--- src/rtl/outreg_pkg.sv ---
// Shared types and constants for the buffered output port.
// The read FSM state type is also exported on the top's debug port.
package outreg_pkg;

   typedef enum logic {
      IDLE = 1'b0,
      SHOW = 1'b1
   } state_t;

   localparam logic MODE_DIRECT = 1'b0;
   localparam logic MODE_FIFO   = 1'b1;
   localparam int   DROP_CNT_W  = 8;

   function automatic logic [DROP_CNT_W-1:0] sat_inc(input logic [DROP_CNT_W-1:0] v);
      return (&v) ? v : v + 1'b1;
   endfunction

endpackage

--- src/rtl/outreg_fifo.sv ---
// Synchronous DATA_W x DEPTH FIFO with registered full/empty/count.
// rdata is the current head entry; flush empties the FIFO like clr does.
module outreg_fifo #(
   parameter int DATA_W = 8,
   parameter int DEPTH  = 4,
   parameter int CNT_W  = $clog2(DEPTH+1)
) (
   input  logic              clk,
   input  logic              clr,
   input  logic              flush,
   input  logic              push,
   input  logic              pop,
   input  logic [DATA_W-1:0] wdata,
   output logic [DATA_W-1:0] rdata,
   output logic              full,
   output logic              empty,
   output logic [CNT_W-1:0]  count
);

   localparam int PTR_W = $clog2(DEPTH);

   logic [DATA_W-1:0] mem [DEPTH];
   logic [PTR_W-1:0]  wr_ptr;
   logic [PTR_W-1:0]  rd_ptr;
   logic [CNT_W-1:0]  cnt_nxt;
   logic              do_push;
   logic              do_pop;

   assign do_push = push && !full;
   assign do_pop  = pop && !empty;
   assign rdata   = mem[rd_ptr];

   always_comb begin
      cnt_nxt = count;
      case ({do_push, do_pop})
         2'b10:   cnt_nxt = count + CNT_W'(1);
         2'b01:   cnt_nxt = count - CNT_W'(1);
         default: cnt_nxt = count;
      endcase
   end

   // Storage has no reset; only pointers and flags do.
   always_ff @(posedge clk) begin
      if (do_push) mem[wr_ptr] <= wdata;
   end

   always_ff @(posedge clk) begin
      if (!clr || flush) begin
         wr_ptr <= '0;
         rd_ptr <= '0;
         count  <= '0;
         full   <= 1'b0;
         empty  <= 1'b1;
      end else begin
         if (do_push) wr_ptr <= wr_ptr + 1'b1;
         if (do_pop)  rd_ptr <= rd_ptr + 1'b1;
         count <= cnt_nxt;
         full  <= (cnt_nxt == CNT_W'(DEPTH));
         empty <= (cnt_nxt == '0);
      end
   end

endmodule

--- src/rtl/out_port_buffered.sv ---
// Bus-to-display output port: DIRECT latch or FIFO-buffered valid/ack mode.
// Optional OUTREG_DROP_CNT_EN adds a saturating drop_cnt output.
//
// Handshake: display/disp_valid are offered by this block; a value is consumed
// at a posedge where disp_valid=1 and disp_ack=1. disp_ack with disp_valid=0 is ignored.
module out_port_buffered
   import outreg_pkg::*;
#(
   parameter  int DATA_W = 8,
   parameter  int DEPTH  = 4,
   localparam int CNT_W  = $clog2(DEPTH+1)
) (
   input  logic              clk,
   input  logic              clr,
   input  logic              mode,
   input  logic [DATA_W-1:0] busin,
   input  logic              wa,
   output logic [DATA_W-1:0] display,
   output logic              disp_valid,
   input  logic              disp_ack,
   output logic              full,
   output logic              empty,
   output logic [CNT_W-1:0]  count,
   output logic              overflow,
   output state_t            fsm_state
`ifdef OUTREG_DROP_CNT_EN
   ,
   output logic [DROP_CNT_W-1:0] drop_cnt
`endif
);

   logic              mode_q;
   logic              mode_chg;
   logic              fifo_act;
   logic              push;
   logic              pop;
   logic              drop;
   logic [DATA_W-1:0] head;
   state_t            state;

   assign mode_chg  = (mode != mode_q);
   assign fifo_act  = !mode_chg && (mode_q == MODE_FIFO);
   // full/empty are the pre-edge registered flags, so a write into a full FIFO drops even with a pop.
   assign push      = fifo_act && wa && !full;
   assign drop      = fifo_act && wa && full;
   assign pop       = fifo_act && !empty && ((state == IDLE) || disp_ack);
   assign fsm_state = state;

   outreg_fifo #(
      .DATA_W (DATA_W),
      .DEPTH  (DEPTH),
      .CNT_W  (CNT_W)
   ) u_fifo (
      .clk   (clk),
      .clr   (clr),
      .flush (mode_chg),
      .push  (push),
      .pop   (pop),
      .wdata (busin),
      .rdata (head),
      .full  (full),
      .empty (empty),
      .count (count)
   );

   always_ff @(posedge clk) begin
      if (!clr) begin
         mode_q     <= mode;
         state      <= IDLE;
         display    <= '0;
         disp_valid <= 1'b0;
      end else begin
         mode_q <= mode;
         if (mode_chg) begin
            state      <= IDLE;
            disp_valid <= 1'b0;
         end else if (mode_q == MODE_DIRECT) begin
            state <= IDLE;
            if (wa) begin
               display    <= busin;
               disp_valid <= 1'b1;
            end else if (disp_ack) begin
               disp_valid <= 1'b0;
            end
         end else begin
            case (state)
               IDLE: begin
                  if (!empty) begin
                     display    <= head;
                     disp_valid <= 1'b1;
                     state      <= SHOW;
                  end
               end
               SHOW: begin
                  if (disp_ack) begin
                     if (!empty) begin
                        display <= head;
                     end else begin
                        disp_valid <= 1'b0;
                        state      <= IDLE;
                     end
                  end
               end
               default: state <= IDLE;
            endcase
         end
      end
   end

   always_ff @(posedge clk) begin
      if (!clr)      overflow <= 1'b0;
      else if (drop) overflow <= 1'b1;
   end

`ifdef OUTREG_DROP_CNT_EN
   always_ff @(posedge clk) begin
      if (!clr)      drop_cnt <= '0;
      else if (drop) drop_cnt <= sat_inc(drop_cnt);
   end
`endif

endmodule

--- config.mk ---
export PLATFORM = sky130hd
export DESIGN_NAME = out_port_buffered
export DESIGN_NICKNAME = d
export VERILOG_FILES = /design/src/rtl/outreg_pkg.sv /design/src/rtl/outreg_fifo.sv /design/src/rtl/out_port_buffered.sv
export SDC_FILE = /design/constraint.sdc
export NUM_CORES = 1
export LEC_CHECK = 0
export ABC_AREA = 1
export BUFFER_PORTS_ARGS = -buffer_cell sky130_fd_sc_hd__buf_2
export CORE_MARGIN = 3
export CORE_UTILIZATION = 45
export CTS_CLUSTER_SIZE = 40
export DETAILED_ROUTE_END_ITERATION = 12
export PLACE_DENSITY = 0.69
export SLEW_MARGIN = 5
export SYNTH_ARGS = -nofsm -noshare
export SYNTH_HDL_FRONTEND = slang
export SYNTH_SLANG_ARGS = --single-unit
--- constraint.sdc ---
create_clock -name clk -period 1.96 [get_ports clk]
set_clock_uncertainty 0.15 [all_clocks]
set_input_delay 0.098 -clock clk [delete_from_list [all_inputs] [get_ports clk]]
set_output_delay 0.098 -clock clk [all_outputs]
set_load 0.02 [all_outputs]
### Yosys cells after proc, flatten, opt, wreduce, memory -nomap -nowiden

Memories as Yosys holds them, arrays and structs flattened. A register that Yosys moved wholly into a read port is not among the register bits.
Index checks and enable logic that the tools add are counted.

| storage, ports and cells | value |
|---|---|
| word-level logic and storage cells | 67 |
| memories kept | 1 |
| input port bits | 13 |
| bits in registers | 21 |
| bits in writable memories | 32 |

| operators by class | value |
|---|---|
| bitwise operators | 4 |
| equality and inequality tests | 7 |
| multiplexer cells | 20 |
| reductions and logical operators | 21 |
| $add $sub $neg | 4 |

Memory list:

| name | words | bits a word | read ports | clocked after Yosys merged registers in | write ports | RTL line | RTL |
|---|---|---|---|---|---|---|---|
| u_fifo.mem | 4 | 8 | 1 | 1 | 1 | outreg_fifo.sv:22 | `logic [DATA_W-1:0] mem [DEPTH];` |

Operators by type and width:

| cell | number |
|---|---|
| 2-to-1 mux 8 bit | 4 |
| case mux 8 bit (2 select lines) | 1 |
| 2-to-1 mux 1 bit | 10 |
| logical AND 1 bit | 8 |
| != test 3 bit, second input constant | 2 |
| case mux 3 bit (2 select lines) | 1 |
| adder 2 x 1 -> 2 bit, second input constant | 2 |
| zero test 1 bit | 4 |
| 2-to-1 mux 2 bit | 2 |
| inverter 1 bit | 4 |
| case mux 1 bit (2 select lines) | 2 |
| AND reduction 4 bit | 1 |
| adder 3 x 1 -> 3 bit, second input constant | 1 |
| == test 3 bit, second input constant | 1 |
| zero test 3 bit | 1 |
| != test 3 x 2 -> 1 bit, second input constant | 1 |
| AND reduction 3 bit | 1 |
| nonzero test 3 bit | 1 |
| OR reduction 3 bit | 1 |
| subtractor 3 x 1 -> 3 bit, second input constant | 1 |
| == test 2 x 1 -> 1 bit, second input constant | 1 |
| == test 2 bit, second input constant | 1 |
| logical OR 1 bit | 2 |
| nonzero test 2 bit | 1 |
| 2 further kinds | 2 |

### Longest topological paths before layout

| logic depth | value |
|---|---|
| depth after elaboration | 9 |
| mapped depth | 14 |
| depth with buffers taken out | 14 |

### Cells and area by module

Synthesis repeated with hierarchy kept, for this count alone.

| second synthesis, totals | value |
|---|---|
| cells, all modules | 267 |
| area total of the unflattened synthesis | 2428.6 sq um |

By module, submodules not included:

| module | times used | area each (sq um) | cells an instance | sequential area each (sq um) |
|---|---|---|---|---|
| outreg_fifo | 1 | 1731.7 | 148 | 1181.1 |
| out_port_buffered | 1 | 696.9 | 119 | 240.2 |

### Worst setup path before layout

No wires, ideal clock.

| timing path | value |
|---|---|
| kind | register to register |
| start point | register u_fifo.empty |
| end point | register u_fifo.empty |
| path buffers | 0 |
| period minus slack after synthesis | 2.083 ns |
| arrival | 1.804 ns |
| slack | -0.123 ns |
| stages on the path, launching flop included | 11 |
| cell sequence | dfxtp_1 inv_1 nand3_1 inv_1 ha_1 inv_1 fa_1 nand2_1 o21ai_0 nand2_1 o21ai_0 |

| on the way | value |
|---|---|
| word-level cells in the longest chain between the ends | 7 |

Ends and longest elaborated chain:

| element | RTL line | RTL |
|---|---|---|
| start, declared | outreg_fifo.sv:16 | `output logic empty,` |
| start signal, assigned | outreg_fifo.sv:59 | `empty <= (cnt_nxt == '0);` |
| zero test 1 bit * | outreg_fifo.sv:30, out_port_buffered.sv:46 |  |
| logical AND 1 bit (2 in series) | out_port_buffered.sv:46 | `assign pop = fifo_act && !empty && ((state == IDLE) \|\| disp_ack);` |
| logical AND 1 bit * | outreg_fifo.sv:30 | `assign do_pop = pop && !empty;` |
| == test 2 x 1 -> 1 bit or == test 2 bit (tied branches) | outreg_fifo.sv:35 | `case ({do_push, do_pop})` |
| case mux 3 bit (2 select lines) * | outreg_fifo.sv:35 |  |
| zero test 3 bit * | outreg_fifo.sv:59 |  |

Mark *: on every way between the ends. The rest lies on a longest branch, timed or not.
A chain may end at the register's enable or synchronous reset.

### Worst setup path after layout

| timing path | value |
|---|---|
| start point | register mode_q |
| end point | register u_fifo.empty |

| on the way | value |
|---|---|
| word-level cells in the longest chain between the ends | 9 |

Ends and longest elaborated chain:

| element | RTL line | RTL |
|---|---|---|
| start, declared | out_port_buffered.sv:32 | `logic mode_q;` |
| start signal, assigned | out_port_buffered.sv:68 | `mode_q <= mode;` |
| start signal, assigned | out_port_buffered.sv:73 | `mode_q <= mode;` |
| != test 1 bit | out_port_buffered.sv:41 | `assign mode_chg = (mode != mode_q);` |
| zero test 1 bit | out_port_buffered.sv:42 | `assign fifo_act = !mode_chg && (mode_q == MODE_FIFO);` |
| logical AND 1 bit | out_port_buffered.sv:42 |  |
| logical AND 1 bit, on equally long branches (2 in series) | out_port_buffered.sv:46, out_port_buffered.sv:44 |  |
| logical AND 1 bit, on equally long branches | outreg_fifo.sv:30, outreg_fifo.sv:29 |  |
| == test 2 x 1 -> 1 bit or == test 2 bit (tied branches) | outreg_fifo.sv:35 |  |
| case mux 3 bit (2 select lines) | outreg_fifo.sv:35 |  |
| zero test 3 bit | outreg_fifo.sv:59 |  |

Several ways; a longest one is shown, not always the timed one.

==> run metrics <==
power per standard cell area=715.5 nW/um2; Worst EP arrival=2.08 ns; Final WS setup=-0.03937 ns; Worst R2R Path Depth=9; max incr delay on CP=0.53 ns; CTS Sinks=55; Tot GR Track Use=16.89%; synthesized area per cell=8.794 um2; Synth Area in Simple Gates=26.48%; syn nets=301; Clk Latency, worst-skew pair=0.30 ns; I/O pins=29; synthesized flop and latch total=55; outcome=finished, violations left; critical path start-end classification=reg -> reg; initial antenna violation count=0; WP data required=2.04 ns; pin count of the biggest net entering global routing=25; element type at the critical path start=flop; Final setup viols=3; drt drc=0; Die W=80.11 um; Synth Area in XOR/XNOR=0.7089%; Detail Placement HPWL=3.352 mm; Starting Density=47.48%; post-synthesis mux area share=0%; die area=6417 um2; Synth Area in Compound Gates=3.089%; routed vias=1880; CP endpoint kind=flop; largest family of logic cells by synthesized area=simple AND/OR/NAND/NOR gates; fraction of layout cells with a size suffix above 1=22.39%; Worst path slowest cell=fa_2; # port buffers=28; drt first pass iters=4; Tmin final=1.999 ns; cell area after layout=3052 um2; WHS Path Cells=6; crit path max fanout=3; Synth warnings=0; drt total wl=5.101 mm; pre-CTS WS=-0.03935 ns; Placer Congestion=0.8285; CTS root buf=clkbuf_8; Rows=26; Max-Cap Viols=0; Nets=354; Post-Syn Area=2471 um2; most frequent cells in the layout=nand2_1, nor2_1, inv_1; violated checks=setup timing; Clk pin slew, worst setup/hold paths=0.09 ns; cts bufs inserted=5; count of distinct cell types in the synthesized netlist=22; WL per Instance=12.60 um; f_max=0.5002 GHz; post-DR vias/cell=4.642; worst-path cell chain=ha_4, nand3b_1, ha_4, inv_4, fa_2, nand2_2, o21ai_2, nand2_2, o21ai_1; Final Max Tran Viols=0; GRT overflow=0; H-tree lvl count=2; number of DRC markers in iteration 0=184; final hold vios=0; Clock Path Buffers=2; synthesized instance count=281; first-pass GRT wire length=8.231 mm; Peak VDD IR=0.4359 mV; sequential element share of the synthesized area=57.52%; Routed Antenna Nets=0; core area=5205 um2; vias in the first global route=1775; worst slew pin tran=0.3685 ns; RSZ-0062 raised after global routing=true; TritonCTS clock tree=built; leakage=1.378 nW; placed cell area=2740 um2; Tcrit/Tclk final=102.0%; diode count=0; Hold Crit Class=in -> reg; Vert. Die Dim=80.11 um; Slew headroom=75.40%; most common cell after layout, fill and taps aside=nand2_1; setup TNS=-0.07367 ns; synthesized-area fraction occupied by adder cells=3.848%; Final Util=58.63%; Area Growth Syn to Fin=23.49%
area by class of cell:
type	instances	area (um2)
inverters	42	162.7
well taps	70	87.58
fillers	454	2153
multi-input cells	177	912.1
repair buffers	53	360.3
clock inverters	1	6.256
clock buffers	7	96.34
flip-flops and latches	55	1426
stage by stage:
step / hold slack [ns] / std cells / power (W)
2_1_floorplan: -0.02426 / 281 / 0.001434
3_3_place_gp: 0.09747 / 381 / 0.001504
3_5_place_dp: 0.1075 / 381 / 0.001507
4_1_cts: 0.03795 / 402 / 0.002187
5_1_grt: 0.1172 / 405 / 0.002296
6_report: 0.1057 / 405 / 0.002183
final timing paths:
| check | slack (ns) | end | startpoint |
|---|---|---|---|
| worst max-delay path | -0.04 | u_fifo.empty$_SDFF_PP1_ | mode_q$_DFF_P_ |
| worst min-delay path | 0.11 | fsm_state$_SDFF_PP0_ | disp_ack |
| worst max register to register | -0.04 | u_fifo.empty$_SDFF_PP1_ | mode_q$_DFF_P_ |
| worst min register to register | 0.32 | disp_valid$_SDFFE_PP0P_ | disp_valid$_SDFFE_PP0P_ |
cells in the mapped netlist:
cell type,number,area (um2)
nand3b_1,1,7.510
buf_6,1,11.26
nand3_1,13,65.06
inv_2,1,3.750
nand3_4,1,17.52
edfxtp_1,32,960.9
inv_1,41,153.9
a21oi_1,7,35.03
a21oi_4,1,16.27
nand2_4,1,11.26
buf_2,3,15.01
nor2_2,1,6.260
nand3_2,1,10.01
ha_1,6,75.07
buf_4,3,22.52
nand2_1,81,304.0
nor2_1,47,176.4
fa_1,1,20.02
o21ai_0,5,25.02
dfxtp_1,23,460.4
nand4_1,9,56.30
xor2_1,2,17.52
what timing repair did:
| item | 4_1_cts | 5_1_grt |
|---|---|---|
| setup endpoints to repair | 2 | 3 |
| gates resized for setup | 4 | 13 |
| hold endpoints to repair | 43 | 0 |
| pin swaps | 2 | 7 |
| hold buffers | 13 | 0 |
| setup buffers | 0 | 3 |
| cloned | 0 | 0 |
report_power, final:
part | leakage [nW] | internal (W) | switching, W
logic | 0.846 | 0.0000983 | 0.000153
clock network | 0.0548 | 0.000323 | 0.000348
registers | 0.477 | 0.00125 | 0.0000128
layer usage:
layer  up-vias  part of all wire (%)  global-route usage, %
met2        40                    52                  28.56
li1        984                     -                      -
met1       854                    43                  22.28
met3         2                   4.7                  3.363
met5         -                     0                      0
met4         0                  0.39                  4.054
logic make-up (layout without fill, tap and decap cells):
kind of cell,after synthesis,after routing
simple gates,155,155
compound gates,13,13
fa+ha+maj,7,7
xor+xnor,2,2
flops,55,55
buf+inv,49,103
worst max-delay path, delay by kind of cell (launching register included):
family                     cells  cell delay, ns
buffers and inverters          1            0.04
AOI/OAI and AO/OA              2            0.20
DFF                            1            0.35
and+or+nand+nor                3            0.31
adders and majority gates      3            0.89
flip-flops by register name (all words and copies together), names as in the netlist, named ones only:
| name | cells |
|---|---|
| disp_valid | 1 |
| display | 8 |
| fsm_state | 1 |
| mode_q | 1 |
| overflow | 1 |
| u_fifo.count | 3 |
| u_fifo.empty | 1 |
| u_fifo.full | 1 |
| u_fifo.mem | 32 |
| u_fifo.rd_ptr | 2 |
| u_fifo.wr_ptr | 2 |
No activity file was read; power rests on OpenSTA's default activity.
